`config.mk`:
```
export PLATFORM = sky130hd
export DESIGN_NAME = eth_rx_pkt_stat_q
export DESIGN_NICKNAME = d
export VERILOG_FILES = /design/src/rtl/eth_rx_stat_pkg.sv /design/src/rtl/eth_stat_fifo.sv /design/src/rtl/eth_rx_pkt_stat_q.sv
export SDC_FILE = /design/constraint.sdc
export NUM_CORES = 1
export LEC_CHECK = 0
export BUFFER_PORTS_ARGS = -buffer_cell sky130_fd_sc_hd__buf_2
export CORE_MARGIN = 3
export CORE_UTILIZATION = 35
export CTS_BUF_LIST = sky130_fd_sc_hd__clkbuf_2 sky130_fd_sc_hd__clkbuf_4 sky130_fd_sc_hd__clkbuf_8
export CTS_CLUSTER_SIZE = 40
export DETAILED_ROUTE_END_ITERATION = 8
export GPL_TIMING_DRIVEN = 0
export PLACE_DENSITY = 0.52
export SLEW_MARGIN = 20
export SYNTH_ARGS = -nofsm -noshare
export SYNTH_HDL_FRONTEND = slang
export SYNTH_SLANG_ARGS = --single-unit
```
`constraint.sdc`:
```
create_clock -name i_pclk -period 5.7 [get_ports i_pclk]
set_input_delay 1.14 -clock i_pclk [delete_from_list [all_inputs] [get_ports i_pclk]]
set_output_delay 1.14 -clock i_pclk [all_outputs]
set_load 0.01 [all_outputs]
```
`src/rtl/eth_rx_stat_pkg.sv`:
```
// Shared definitions for the MAC rx status tracking slice: default widths,
// the default error mask and the completed-packet report record.
package eth_rx_stat_pkg;

  localparam int STAT_W_DEF  = 26;
  localparam int FCS_ERR_BIT = 17;

  localparam logic [STAT_W_DEF-1:0] ERR_MASK_DEF = STAT_W_DEF'(1) << FCS_ERR_BIT;

  // Per-packet result as seen by the rx parser
  typedef struct packed {
    logic [STAT_W_DEF-1:0] statvec;
    logic                  err;
    logic                  miss;
  } pktReport_t;

endpackage

```
`src/rtl/eth_stat_fifo.sv`:
```
// Generic DEPTH x WIDTH register FIFO with occupancy output; a push while full
// is accepted only when a pop happens in the same cycle.
module eth_stat_fifo
  import eth_rx_stat_pkg::*;
#(
  parameter int WIDTH = STAT_W_DEF,
  parameter int DEPTH = 4,
  localparam int PTR_W = $clog2(DEPTH),
  localparam int LVL_W = $clog2(DEPTH + 1)
) (
  input  logic             clock_i,
  input  logic             reset_i,
  input  logic             push_i,
  input  logic [WIDTH-1:0] pushData_i,
  input  logic             pop_i,
  output logic [WIDTH-1:0] headData_o,
  output logic [LVL_W-1:0] level_o,
  output logic             full_o,
  output logic             empty_o
);

  logic [WIDTH-1:0] mem_q [DEPTH];
  logic [PTR_W-1:0] wrPtr_q, wrPtr_d;
  logic [PTR_W-1:0] rdPtr_q, rdPtr_d;
  logic [LVL_W-1:0] level_q, level_d;
  logic             doPush;
  logic             doPop;

  assign full_o     = (level_q == LVL_W'(DEPTH));
  assign empty_o    = (level_q == '0);
  assign level_o    = level_q;
  assign headData_o = mem_q[rdPtr_q];

  assign doPush = push_i & (~full_o | pop_i);
  assign doPop  = pop_i & ~empty_o;

  always_comb begin
    wrPtr_d = wrPtr_q;
    rdPtr_d = rdPtr_q;
    level_d = level_q;
    if (doPush) wrPtr_d = wrPtr_q + PTR_W'(1);
    if (doPop)  rdPtr_d = rdPtr_q + PTR_W'(1);
    if (doPush && !doPop)      level_d = level_q + LVL_W'(1);
    else if (doPop && !doPush) level_d = level_q - LVL_W'(1);
  end

  always_ff @(posedge clock_i or posedge reset_i) begin
    if (reset_i) begin
      wrPtr_q <= '0;
      rdPtr_q <= '0;
      level_q <= '0;
    end else begin
      wrPtr_q <= wrPtr_d;
      rdPtr_q <= rdPtr_d;
      level_q <= level_d;
    end
  end

  // Storage carries no reset; entries are only read while the level says valid
  always_ff @(posedge clock_i) begin
    if (doPush) mem_q[wrPtr_q] <= pushData_i;
  end

endmodule

```
`src/rtl/eth_rx_pkt_stat_q.sv`:
```
// Pairs queued MAC rx status vectors, in order, with AXIS rx packets as they
// complete, and reports per-packet errors, FIFO health and statistics.
module eth_rx_pkt_stat_q
  import eth_rx_stat_pkg::*;
#(
  parameter int              STAT_W   = STAT_W_DEF,
  parameter int              DEPTH    = 4,
  parameter logic [STAT_W-1:0] ERR_MASK = STAT_W'(ERR_MASK_DEF),
  parameter int              CNT_W    = 32,
  localparam int LVL_W = $clog2(DEPTH + 1)
) (
  input  logic              i_pclk,
  input  logic              i_prst,
  input  logic              i_mac_rx_staten,
  input  logic [STAT_W-1:0] i_mac_rx_statvec,
  input  logic              i_axis_rx_tvalid,
  input  logic              i_axis_rx_tready,
  input  logic              i_axis_rx_tlast,
  input  logic              i_cnt_clr,
  output logic              o_head_known,
  output logic              o_head_err,
  output logic              o_pkt_stat_vld,
  output logic [STAT_W-1:0] o_pkt_statvec,
  output logic              o_pkt_err,
  output logic              o_pkt_stat_miss,
  output logic [LVL_W-1:0]  o_q_level,
  output logic              o_q_ovf,
  output logic              o_q_unf,
  output logic [CNT_W-1:0]  o_pkt_cnt,
  output logic [CNT_W-1:0]  o_err_cnt
);

  logic              staten_q;
  logic              enq;
  logic              deq;
  logic              fifoPush;
  logic              fifoPop;
  logic [STAT_W-1:0] fifoHead;
  logic              fifoFull;
  logic              fifoEmpty;
  logic [STAT_W-1:0] headVec;

  logic              pktVld_q, pktVld_d;
  logic [STAT_W-1:0] pktStatvec_q, pktStatvec_d;
  logic              pktErr_q, pktErr_d;
  logic              pktMiss_q, pktMiss_d;
  logic              qOvf_q, qOvf_d;
  logic              qUnf_q, qUnf_d;
  logic [CNT_W-1:0]  pktCnt_q, pktCnt_d;
  logic [CNT_W-1:0]  errCnt_q, errCnt_d;

  assign enq = i_mac_rx_staten & ~staten_q;
  assign deq = i_axis_rx_tvalid & i_axis_rx_tready & i_axis_rx_tlast;

  // An empty FIFO hit by enq and deq together hands the new status straight
  // to the ending packet, so nothing is stored
  assign fifoPush = enq & ~(fifoEmpty & deq);
  assign fifoPop  = deq & ~fifoEmpty;

  eth_stat_fifo #(
    .WIDTH (STAT_W),
    .DEPTH (DEPTH)
  ) u_fifo (
    .clock_i    (i_pclk),
    .reset_i    (i_prst),
    .push_i     (fifoPush),
    .pushData_i (i_mac_rx_statvec),
    .pop_i      (fifoPop),
    .headData_o (fifoHead),
    .level_o    (o_q_level),
    .full_o     (fifoFull),
    .empty_o    (fifoEmpty)
  );

  always_comb begin
    headVec = '0;
    if (!fifoEmpty) headVec = fifoHead;
    else if (enq)   headVec = i_mac_rx_statvec;
  end

  assign o_head_known = ~fifoEmpty | enq;
  assign o_head_err   = |(headVec & ERR_MASK);

  // Report fields hold between packets; only the valid strobe falls back
  always_comb begin
    pktVld_d     = deq;
    pktStatvec_d = pktStatvec_q;
    pktErr_d     = pktErr_q;
    pktMiss_d    = pktMiss_q;
    if (deq) begin
      pktStatvec_d = headVec;
      pktErr_d     = o_head_err;
      pktMiss_d    = ~o_head_known;
    end
  end

  always_comb begin
    qOvf_d   = qOvf_q;
    qUnf_d   = qUnf_q;
    pktCnt_d = pktCnt_q;
    errCnt_d = errCnt_q;
    if (enq && fifoFull && !deq)   qOvf_d = 1'b1;
    if (deq && fifoEmpty && !enq)  qUnf_d = 1'b1;
    if (deq && !(&pktCnt_q))       pktCnt_d = pktCnt_q + CNT_W'(1);
    if (deq && o_head_err && !(&errCnt_q)) errCnt_d = errCnt_q + CNT_W'(1);
    if (i_cnt_clr) begin
      qOvf_d   = 1'b0;
      qUnf_d   = 1'b0;
      pktCnt_d = '0;
      errCnt_d = '0;
    end
  end

  always_ff @(posedge i_pclk or posedge i_prst) begin
    if (i_prst) begin
      staten_q     <= 1'b0;
      pktVld_q     <= 1'b0;
      pktStatvec_q <= '0;
      pktErr_q     <= 1'b0;
      pktMiss_q    <= 1'b0;
      qOvf_q       <= 1'b0;
      qUnf_q       <= 1'b0;
      pktCnt_q     <= '0;
      errCnt_q     <= '0;
    end else begin
      staten_q     <= i_mac_rx_staten;
      pktVld_q     <= pktVld_d;
      pktStatvec_q <= pktStatvec_d;
      pktErr_q     <= pktErr_d;
      pktMiss_q    <= pktMiss_d;
      qOvf_q       <= qOvf_d;
      qUnf_q       <= qUnf_d;
      pktCnt_q     <= pktCnt_d;
      errCnt_q     <= errCnt_d;
    end
  end

  assign o_pkt_stat_vld  = pktVld_q;
  assign o_pkt_statvec   = pktStatvec_q;
  assign o_pkt_err       = pktErr_q;
  assign o_pkt_stat_miss = pktMiss_q;
  assign o_q_ovf         = qOvf_q;
  assign o_q_unf         = qUnf_q;
  assign o_pkt_cnt       = pktCnt_q;
  assign o_err_cnt       = errCnt_q;

endmodule

```
==> out/qor.yml, run 1 <==
run_status:
  outcome: "finished, final reports clean"
logic_synthesis:
  synth_warnings: 0
  synth_compound_area_frac: 0.0409
  ys_types: 47
  synthMuxAreaShare: 0.0687
  yosys.area_share.simple: 0.172
  synth_edf_count: 104
  synth_area_sq_um: 9010
  synth_seq_cells: 206
  synthAdderAreaFrac: 0.0119
  avgSynthCellArea_sq_um: 12.6
  async_reset_ff_frac: 0.495
  seq_area_frac_synth: 0.630
  synth_top_family_by_area: "simple AND/OR/NAND/NOR gates"
  synthXorXnorAreaFrac: 0.0534
  postSynthCellCount: 718
  synthFlopType: "edfxtp_1"
  synth_nets: 759
job:
  max_cap_violations: 0
global_routing:
  grt_util_met1: 0.233
  grt_util_met2: 0.273
  grtUsageTotal: 0.168
  grt_max_degree: 73
  grt_pass1_vias: 6463
  use_met3: 0.0358
  antenna_found_initial: 1
  grt-ovfl-total: 0
  busiest_layer: "met2"
  grt_pass1_wl_mm: 37.5
place:
  portBuffers: 132
  gp_congestion: 0.789
  dp_hpwl_mm: 15.5
  place_ws_ps: 1830
sta:
  setup_viol_count_final: 0
  rsz0062_at_grt: "no"
  fmax_mhz: 290
  slew_headroom: 0.429
  fin_crit_sh: 0.604
  setup_tns_ps: 0
  fin_crit_ps: 3440
  worst_slew_pin_slew_ps: 851
  finClkSkew_ps: 19.8
  worst_slack_ps: 2260
  drv_slew: 0
  hold_viol_final: 0
critical_path:
  crit_path_max_incr_delay_ps: 500
  worstPathMaxFanout: 10
  timing.rr.end: "u_fifo.level_o[2]"
  cp.required_ps: 4560
  cp.arrival_ps: 2300
  timing.rr.start: "staten_q"
  reg2regPathDepth: 9
  cp-startpoint: "i_mac_rx_staten"
  cp-start-kind: "input port"
  ff2ff_setup_slack_ps: 2860
  crit_type: "in -> out"
  cp-endpoint: "o_head_known"
  crit_top_cell: "buf_2"
  crit_slowest_cell: "clkbuf_1"
  cp-end-kind: "output pin"
  cp_cell_sequence: "buf_2, nor2b_1, clkbuf_1, nand2b_1, buf_2"
power:
  p_per_area_nw_per_um2: 389
  p_seq_frac: 0.434
  clkPwrFrac: 0.337
  leakage_nw: 4.38
  vdd_drop_max_v: 0.000218
  switching_share: 0.294
  p_int_mw: 3.02
  comb_power_share: 0.229
  p_switching_mw: 1.26
route:
  wl_mm: 23.0
  first_pass_iters: 5
  viasPerCell: 5.08
  drc_errors: 0
  vias: 6341
  wl_per_cell_um: 18.4
  drt-initial-drc-count: 401
  ant_nets: 0
final_layout:
  nets: 934
  area_growth_pct: 22.1
  antenna_cells: 0
  drive_gt1_frac: 0.276
clocking:
  cts_tree: "yes"
  cts_root_buffer: "clkbuf_8"
  postCtsSetupBuffers: 0
  cts.htree.levels: 2
  clk_pin_slew_ps: 60
  cts_resized: 0
  cts.sinks: 206
  hold_buffers: 0
  clk_path_buf_depth: 3
  clk_latency_ps: 540
  cts_made_buffers: 36
floorplanning:
  ios: 133
  die_h_um: 166
  initial_core_util: 0.357
  core.rowCount: 58
  die_area_sq_um: 27700
  core-area_sq_um: 25300
  die_w_um: 166
worst_hold_path:
  hold_path_class: "reg -> reg"
==> layout make-up <==
type,count,area [sq um]
Fill cell,2409,14200
Timing Repair Buffer,137,798
Buffer,38,163
Clock inverter,7,71.3
Inverter,12,50.0
Tap cell,330,413
Clock buffer,57,703
Multi-Input combinational cell,462,3140
Sequential cell,206,5680
==> critical path: cells and delay by family <==
kind / cells / cell delay (ps)
and+or+nand+nor: 2 / 430
buffers and inverters: 3 / 740
==> sequential cells by signal, summed over array words and instances (netlist names) <==
register	cells
o_pkt_cnt	32
o_q_ovf	1
u_fifo.rdPtr_q	2
o_pkt_statvec	26
staten_q	1
o_q_unf	1
o_pkt_stat_miss	1
o_err_cnt	32
u_fifo.level_o	3
o_pkt_stat_vld	1
u_fifo.wrPtr_q	2
u_fifo.mem_q	104
==> worst min-delay path by stage <==
stage / start / to / slack, ps / depth (start not counted)
6_report: o_pkt_stat_miss / o_pkt_stat_miss / 500 / 1
5_1_grt: o_pkt_stat_miss / o_pkt_stat_miss / 510 / 1
4_1_cts: o_pkt_stat_miss / o_pkt_stat_miss / 500 / 1
3_5_place_dp: o_pkt_stat_miss / o_pkt_stat_miss / 490 / 1
3_3_place_gp: o_pkt_stat_miss / o_pkt_stat_miss / 480 / 1
2_1_floorplan: o_pkt_stat_miss / o_pkt_stat_miss / 520 / 1
==> per-stage QoR <==
stage / instances / total power [mW] / hold WS, ps / cell area (sq um) / util
6_report: 1249 / 4.28 / 503 / 11000 / 0.436
5_1_grt: 1249 / 4.52 / 513 / 11000 / 0.436
4_1_cts: 1249 / 4.35 / 501 / 11000 / 0.436
3_5_place_dp: 1185 / 2.89 / 488 / 10200 / 0.405
3_3_place_gp: 1180 / 2.86 / 485 / 10100 / 0.399
2_1_floorplan: 718 / 2.50 / 518 / 9010 / -
==> metal layers <==
| metal | wire (um) | vias to the layer above |
|---|---|---|
| met5 | 7 | - |
| met4 | 367 | 2 |
| met2 | 11000 | 180 |
| li1 | - | 2983 |
| met1 | 10300 | 3147 |
| met3 | 1320 | 29 |
==> power groups by stage <==
stage          sequential, mW  combinational (mW)  clock [mW]
2_1_floorplan            1.92               0.587           0
3_3_place_gp             1.88               0.971           0
3_5_place_dp             1.89                1.00           0
4_1_cts                  1.86                1.01        1.48
5_1_grt                  1.88                1.09        1.55
6_report                 1.86               0.979        1.44
==> synth_stat cells, types with 2 or more instances <==
| cell | n | area [sq um] |
|---|---|---|
| nand3_1 | 52 | 260 |
| or2_2 | 2 | 12.5 |
| clkbuf_1 | 26 | 97.6 |
| ha_1 | 7 | 87.6 |
| xnor2_1 | 33 | 289 |
| nor2b_1 | 6 | 37.5 |
| dfrtp_1 | 102 | 2550 |
| or3_1 | 12 | 75.1 |
| a21oi_1 | 12 | 60.1 |
| and4_1 | 3 | 26.3 |
| nand4b_1 | 2 | 17.5 |
| inv_1 | 12 | 45.0 |
| buf_2 | 5 | 25.0 |
| nor2_1 | 87 | 327 |
| edfxtp_1 | 104 | 3120 |
| and3_1 | 9 | 56.3 |
| a21o_1 | 2 | 15.0 |
| nor4_1 | 14 | 87.6 |
| o21ai_0 | 14 | 70.1 |
| buf_1 | 5 | 18.8 |
| or4_1 | 4 | 30.0 |
| nor3_1 | 15 | 75.1 |
| mux2_2 | 3 | 33.8 |
| nand2_1 | 62 | 233 |
| and2_1 | 9 | 56.3 |
| mux4_2 | 26 | 586 |
| nand4_1 | 23 | 144 |
| xor2_1 | 22 | 193 |
| and3_2 | 3 | 22.5 |
| a31oi_1 | 25 | 156 |
==> placed cells by master, fill, tap and decap left out, types with 4 or more instances in the layout <==
cell	n
a21oi_1	12
a31oi_1	25
and2_1	5
and2_2	4
and3_1	9
buf_1	5
buf_16	5
buf_2	137
clkbuf_1	26
clkbuf_4	13
clkbuf_8	45
dfrtp_1	102
edfxtp_1	104
ha_1	7
inv_1	11
mux4_2	26
nand2_1	62
nand3_1	52
nand4_1	23
nor2_1	87
nor2b_1	6
nor3_1	15
nor4_1	14
o21ai_0	14
or3_1	12
or4_1	4
xnor2_1	33
xor2_1	22
==> cells by family (layout without fill, tap and decap cells) <==
logic type               Yosys count  after routing
AND/OR/NAND/NOR                  312            312
flip-flops                       206            206
AO/OA/AOI/OAI                     58             58
XOR/XNOR                          55             55
buffers and inverters             50            251
multiplexers                      29             29
adder cells (fa/ha/maj)            8              8
(Power assumes the default switching activity.)
==> inputs of run 2 (changes only) <==
--- a/config.mk
+++ b/config.mk
@@ -5,6 +5,7 @@
 export SDC_FILE = /design/constraint.sdc
 export NUM_CORES = 1
 export LEC_CHECK = 0
+export ABC_AREA = 1
 export BUFFER_PORTS_ARGS = -buffer_cell sky130_fd_sc_hd__buf_2
 export CORE_MARGIN = 3
 export CORE_UTILIZATION = 35
@@ -12,7 +13,7 @@
 export CTS_CLUSTER_SIZE = 40
 export DETAILED_ROUTE_END_ITERATION = 8
 export GPL_TIMING_DRIVEN = 0
-export PLACE_DENSITY = 0.52
+export PLACE_DENSITY = 0.54
 export SLEW_MARGIN = 20
 export SYNTH_ARGS = -nofsm -noshare
 export SYNTH_HDL_FRONTEND = slang
==> constraint.sdc (replaced) <==
create_clock -name i_pclk -period 2.8 [get_ports i_pclk]
set_input_delay 0.56 -clock i_pclk [delete_from_list [all_inputs] [get_ports i_pclk]]
set_output_delay 0.56 -clock i_pclk [all_outputs]
set_load 0.01 [all_outputs]
==> out/qor.yml, run 2 <==
power:
  p_per_area_nw_per_um2: 731  # was 389 nW/um^2
  vdd_drop_max_v: 0.000310  # was 0.000218 V
  leakage_nw: 5.46  # was 4.38 nW
sta:
  fmax_mhz: 402
  fin_crit_sh: 0.887
  drv_slew: 0  # unchanged
  rsz0062_at_grt: "no"  # unchanged
  finClkSkew_ps: 21.9  # was 19.8 ps
  worst_slew_pin_slew_ps: 702  # was 851 ps
  worst_slack_ps: 315  # was 2260 ps
  hold_viol_final: 0  # unchanged
  setup_viol_count_final: 0  # unchanged
  slew_headroom: 0.532  # was 0.429
  fin_crit_ps: 2480
floorplanning:
  die_area_sq_um: 30700  # was 27700 sq um
  core-area_sq_um: 28000  # was 25300 sq um
  initial_core_util: 0.358  # was 0.357
  die_h_um: 175  # was 166 um
  ios: 133  # unchanged
  core.rowCount: 61  # was 58
  die_w_um: 175  # was 166 um
final_layout:
  final_common_cell: "nand2_1"  # was buf_2
  drive_gt1_frac: 0.181  # was 0.276
  largest_reg_flops: 104  # unchanged
  final_area_sq_um: 12100  # was 11000 sq um
  regMostFlops: "u_fifo.mem_q"  # unchanged
  final_cell_mix: "nand2_1, nor2_1, buf_2, edfxtp_1, dfrtp_1"  # was buf_2, edfxtp_1, dfrtp_1, nor2_1, nand2_1
  fin_util: 0.432  # was 0.436
  nets: 1374  # was 934
  area_growth_pct: 20.8  # was 22.1%
critical_path:
  ff2ff_setup_slack_ps: 320  # was 2860 ps
  worstPathMaxFanout: 6  # was 10
  cp-endpoint: "u_fifo.level_o[1]"  # was o_head_known
  cp-end-kind: "flip-flop"  # was output pin
  crit_top_cell: "nor2_1"  # was buf_2
  cp_cell_sequence: "nor2_1, nand2_1, nor2_1, nor2_1, nand2_1, inv_1, ha_1, inv_1, fa_1, mux2_2"  # was buf_2, nor2b_1, clkbuf_1, nand2b_1, buf_2
  timing.rr.end: "u_fifo.level_o[1]"  # was u_fifo.level_o[2]
  cp.required_ps: 3220  # was 4560 ps
  reg2regPathDepth: 10  # was 9
  timing.rr.start: "u_fifo.level_o[1]"  # was staten_q
  crit_path_max_incr_delay_ps: 440  # was 500 ps
  crit_slowest_cell: "dfrtp_1"  # was clkbuf_1
  crit_type: "reg -> reg"  # was in -> out
  cp-start-kind: "flip-flop"  # was input port
  cp.arrival_ps: 2900  # was 2300 ps
  cp-startpoint: "u_fifo.level_o[1]"  # was i_mac_rx_staten
global_routing:
  grt-ovfl-total: 0  # unchanged
  grtUsageTotal: 0.186  # was 0.168
  antenna_found_initial: 1  # unchanged
  grt_pass1_wl_mm: 45.4  # was 37.5 mm
  grt_pass1_vias: 8168  # was 6463
  grt_max_degree: 28  # was 73
logic_synthesis:
  synthFlopType: "edfxtp_1"  # unchanged
  synth_warnings: 0  # unchanged
  synth_nets: 1195  # was 759
  synth_area_sq_um: 10000  # was 9010 sq um
  synth_most_common_cell: "nand2_1"  # was edfxtp_1
  synth_area_leaders: "edfxtp_1, dfrtp_1, nand2_1, nor2_1, nand3_1"  # was edfxtp_1, dfrtp_1, mux4_2, nor2_1, xnor2_1
  synth_seq_cells: 206  # unchanged
  avgSynthCellArea_sq_um: 8.68  # was 12.6 sq um
  synth_top_area_share: 0.312  # was 0.346
  ys_types: 33  # was 47
  postSynthCellCount: 1154  # was 718
  async_reset_ff_frac: 0.495  # unchanged
  ys_top_cells_by_count: "nand2_1, nor2_1, edfxtp_1"  # was edfxtp_1, dfrtp_1, nor2_1
  yosys.area.top_type: "edfxtp_1"  # unchanged
  synth_edf_count: 104  # unchanged
  seq_area_frac_synth: 0.567  # was 0.630
clocking:
  cts.htree.levels: 2  # unchanged
  clk_pin_slew_ps: 60  # about the same
  hold_buffers: 0  # unchanged
  clk_latency_ps: 540  # about the same
  cts_tree: "yes"  # unchanged
  cts.sinks: 206  # unchanged
  clk_path_buf_depth: 3  # unchanged
  cts_resized: 0  # unchanged
  cts_root_buffer: "clkbuf_8"  # unchanged
  postCtsSetupBuffers: 0  # unchanged
  cts_made_buffers: 38  # was 36
route:
  drc_errors: 0  # unchanged
  wl_per_cell_um: 16.4  # was 18.4 um
  viasPerCell: 4.80  # was 5.08
  wl_mm: 28.4  # was 23.0 mm
  first_pass_iters: 5  # unchanged
  ant_nets: 0  # unchanged
  vias: 8342  # was 6341
  drt-initial-drc-count: 586  # was 401
job:
  max_cap_violations: 0  # unchanged
place:
  post_dp_cell_area_sq_um: 11400  # was 10200 sq um
  dp_hpwl_mm: 19.7  # was 15.5 mm
  place_ws_ps: 22.3  # was 1830 ps
  portBuffers: 132  # unchanged
  gp_congestion: 0.888  # was 0.789
run_status:
  outcome: "finished, final reports clean"  # unchanged
worst_hold_path:
  hold_path_class: "in -> async"  # was reg -> reg
-- run 2: cell types whose count changed in the layout (fill, tap and decap cells not counted), moves of 22 or more --
cell / before / now
o22ai_1: 0 / 25
a31oi_1: 25 / 1
inv_1: 11 / 83
mux4_2: 26 / 0
o21ai_0: 14 / 53
nor2_1: 87 / 156
nand3_1: 52 / 86
nand2_1: 62 / 375
xnor2_1: 33 / 11
-- run 2: worst min path at each step --
stage	endpoint	slack (ps)	cells past startpoint
6_report	o_pkt_cnt[1]	120	2
5_1_grt	staten_q	100	1
4_1_cts	o_pkt_cnt[1]	100	2
3_5_place_dp	o_pkt_stat_miss	460	2
3_3_place_gp	o_pkt_stat_miss	460	2
2_1_floorplan	o_pkt_stat_miss	520	2
-- run 2: final cells by class --
| cell class | count | area (sq um) |
|---|---|---|
| inverters | 89 | 343 |
| flip-flops and latches | 206 | 5680 |
| multi-input cells | 817 | 3830 |
| clock inverters | 10 | 87.6 |
| clock buffers | 55 | 657 |
| plain buffers | 42 | 196 |
| well taps | 378 | 473 |
| diodes | 1 | 2.50 |
| repair buffers | 139 | 831 |
| fillers | 2863 | 15900 |
-- run 2: metal layers --
layer / part of all wire / vias up / GRT usage
li1: - / 4154 / -
met1: 0.47 / 3968 / 0.264
met2: 0.46 / 178 / 0.292
met3: 0.052 / 42 / 0.0395
met4: 0.018 / 0 / 0.0465
met5: 0 / - / 0
-- run 2: logic make-up after synthesis --
family,count (synthesis),synth area share
AO/OA/AOI/OAI,97,0.0557
adder cells (fa/ha/maj),8,0.0107
AND/OR/NAND/NOR,683,0.288
XOR/XNOR,28,0.0245
flip-flops,206,0.567
multiplexers,1,0.00112
buffers and inverters,131,0.0535
-- run 2: per-stage QoR --
step | total power [mW] | instances | hold slack (ps) | TNS, ps
3_5_place_dp | 6.04 | 1671 | 463 | 0
5_1_grt | 9.43 | 1737 | 102 | 0
6_report | 8.84 | 1737 | 123 | 0
2_1_floorplan | 5.12 | 1154 | 516 | 0
3_3_place_gp | 5.92 | 1664 | 461 | -108310
4_1_cts | 8.98 | 1736 | 95.3 | 0
-- run 2: report_power, final --
group          internal, mW  switching [mW]
sequential             3.60           0.176
clock                  1.61            1.29
combinational         0.748            1.43
-- run 2: critical path, delay by kind of cell, from the launching register on --
family        cells  cell delay (ps)
simple gates      5              800
fa+ha+maj         2              620
flops             1              440
mux               1              260
buf+inv           2              230
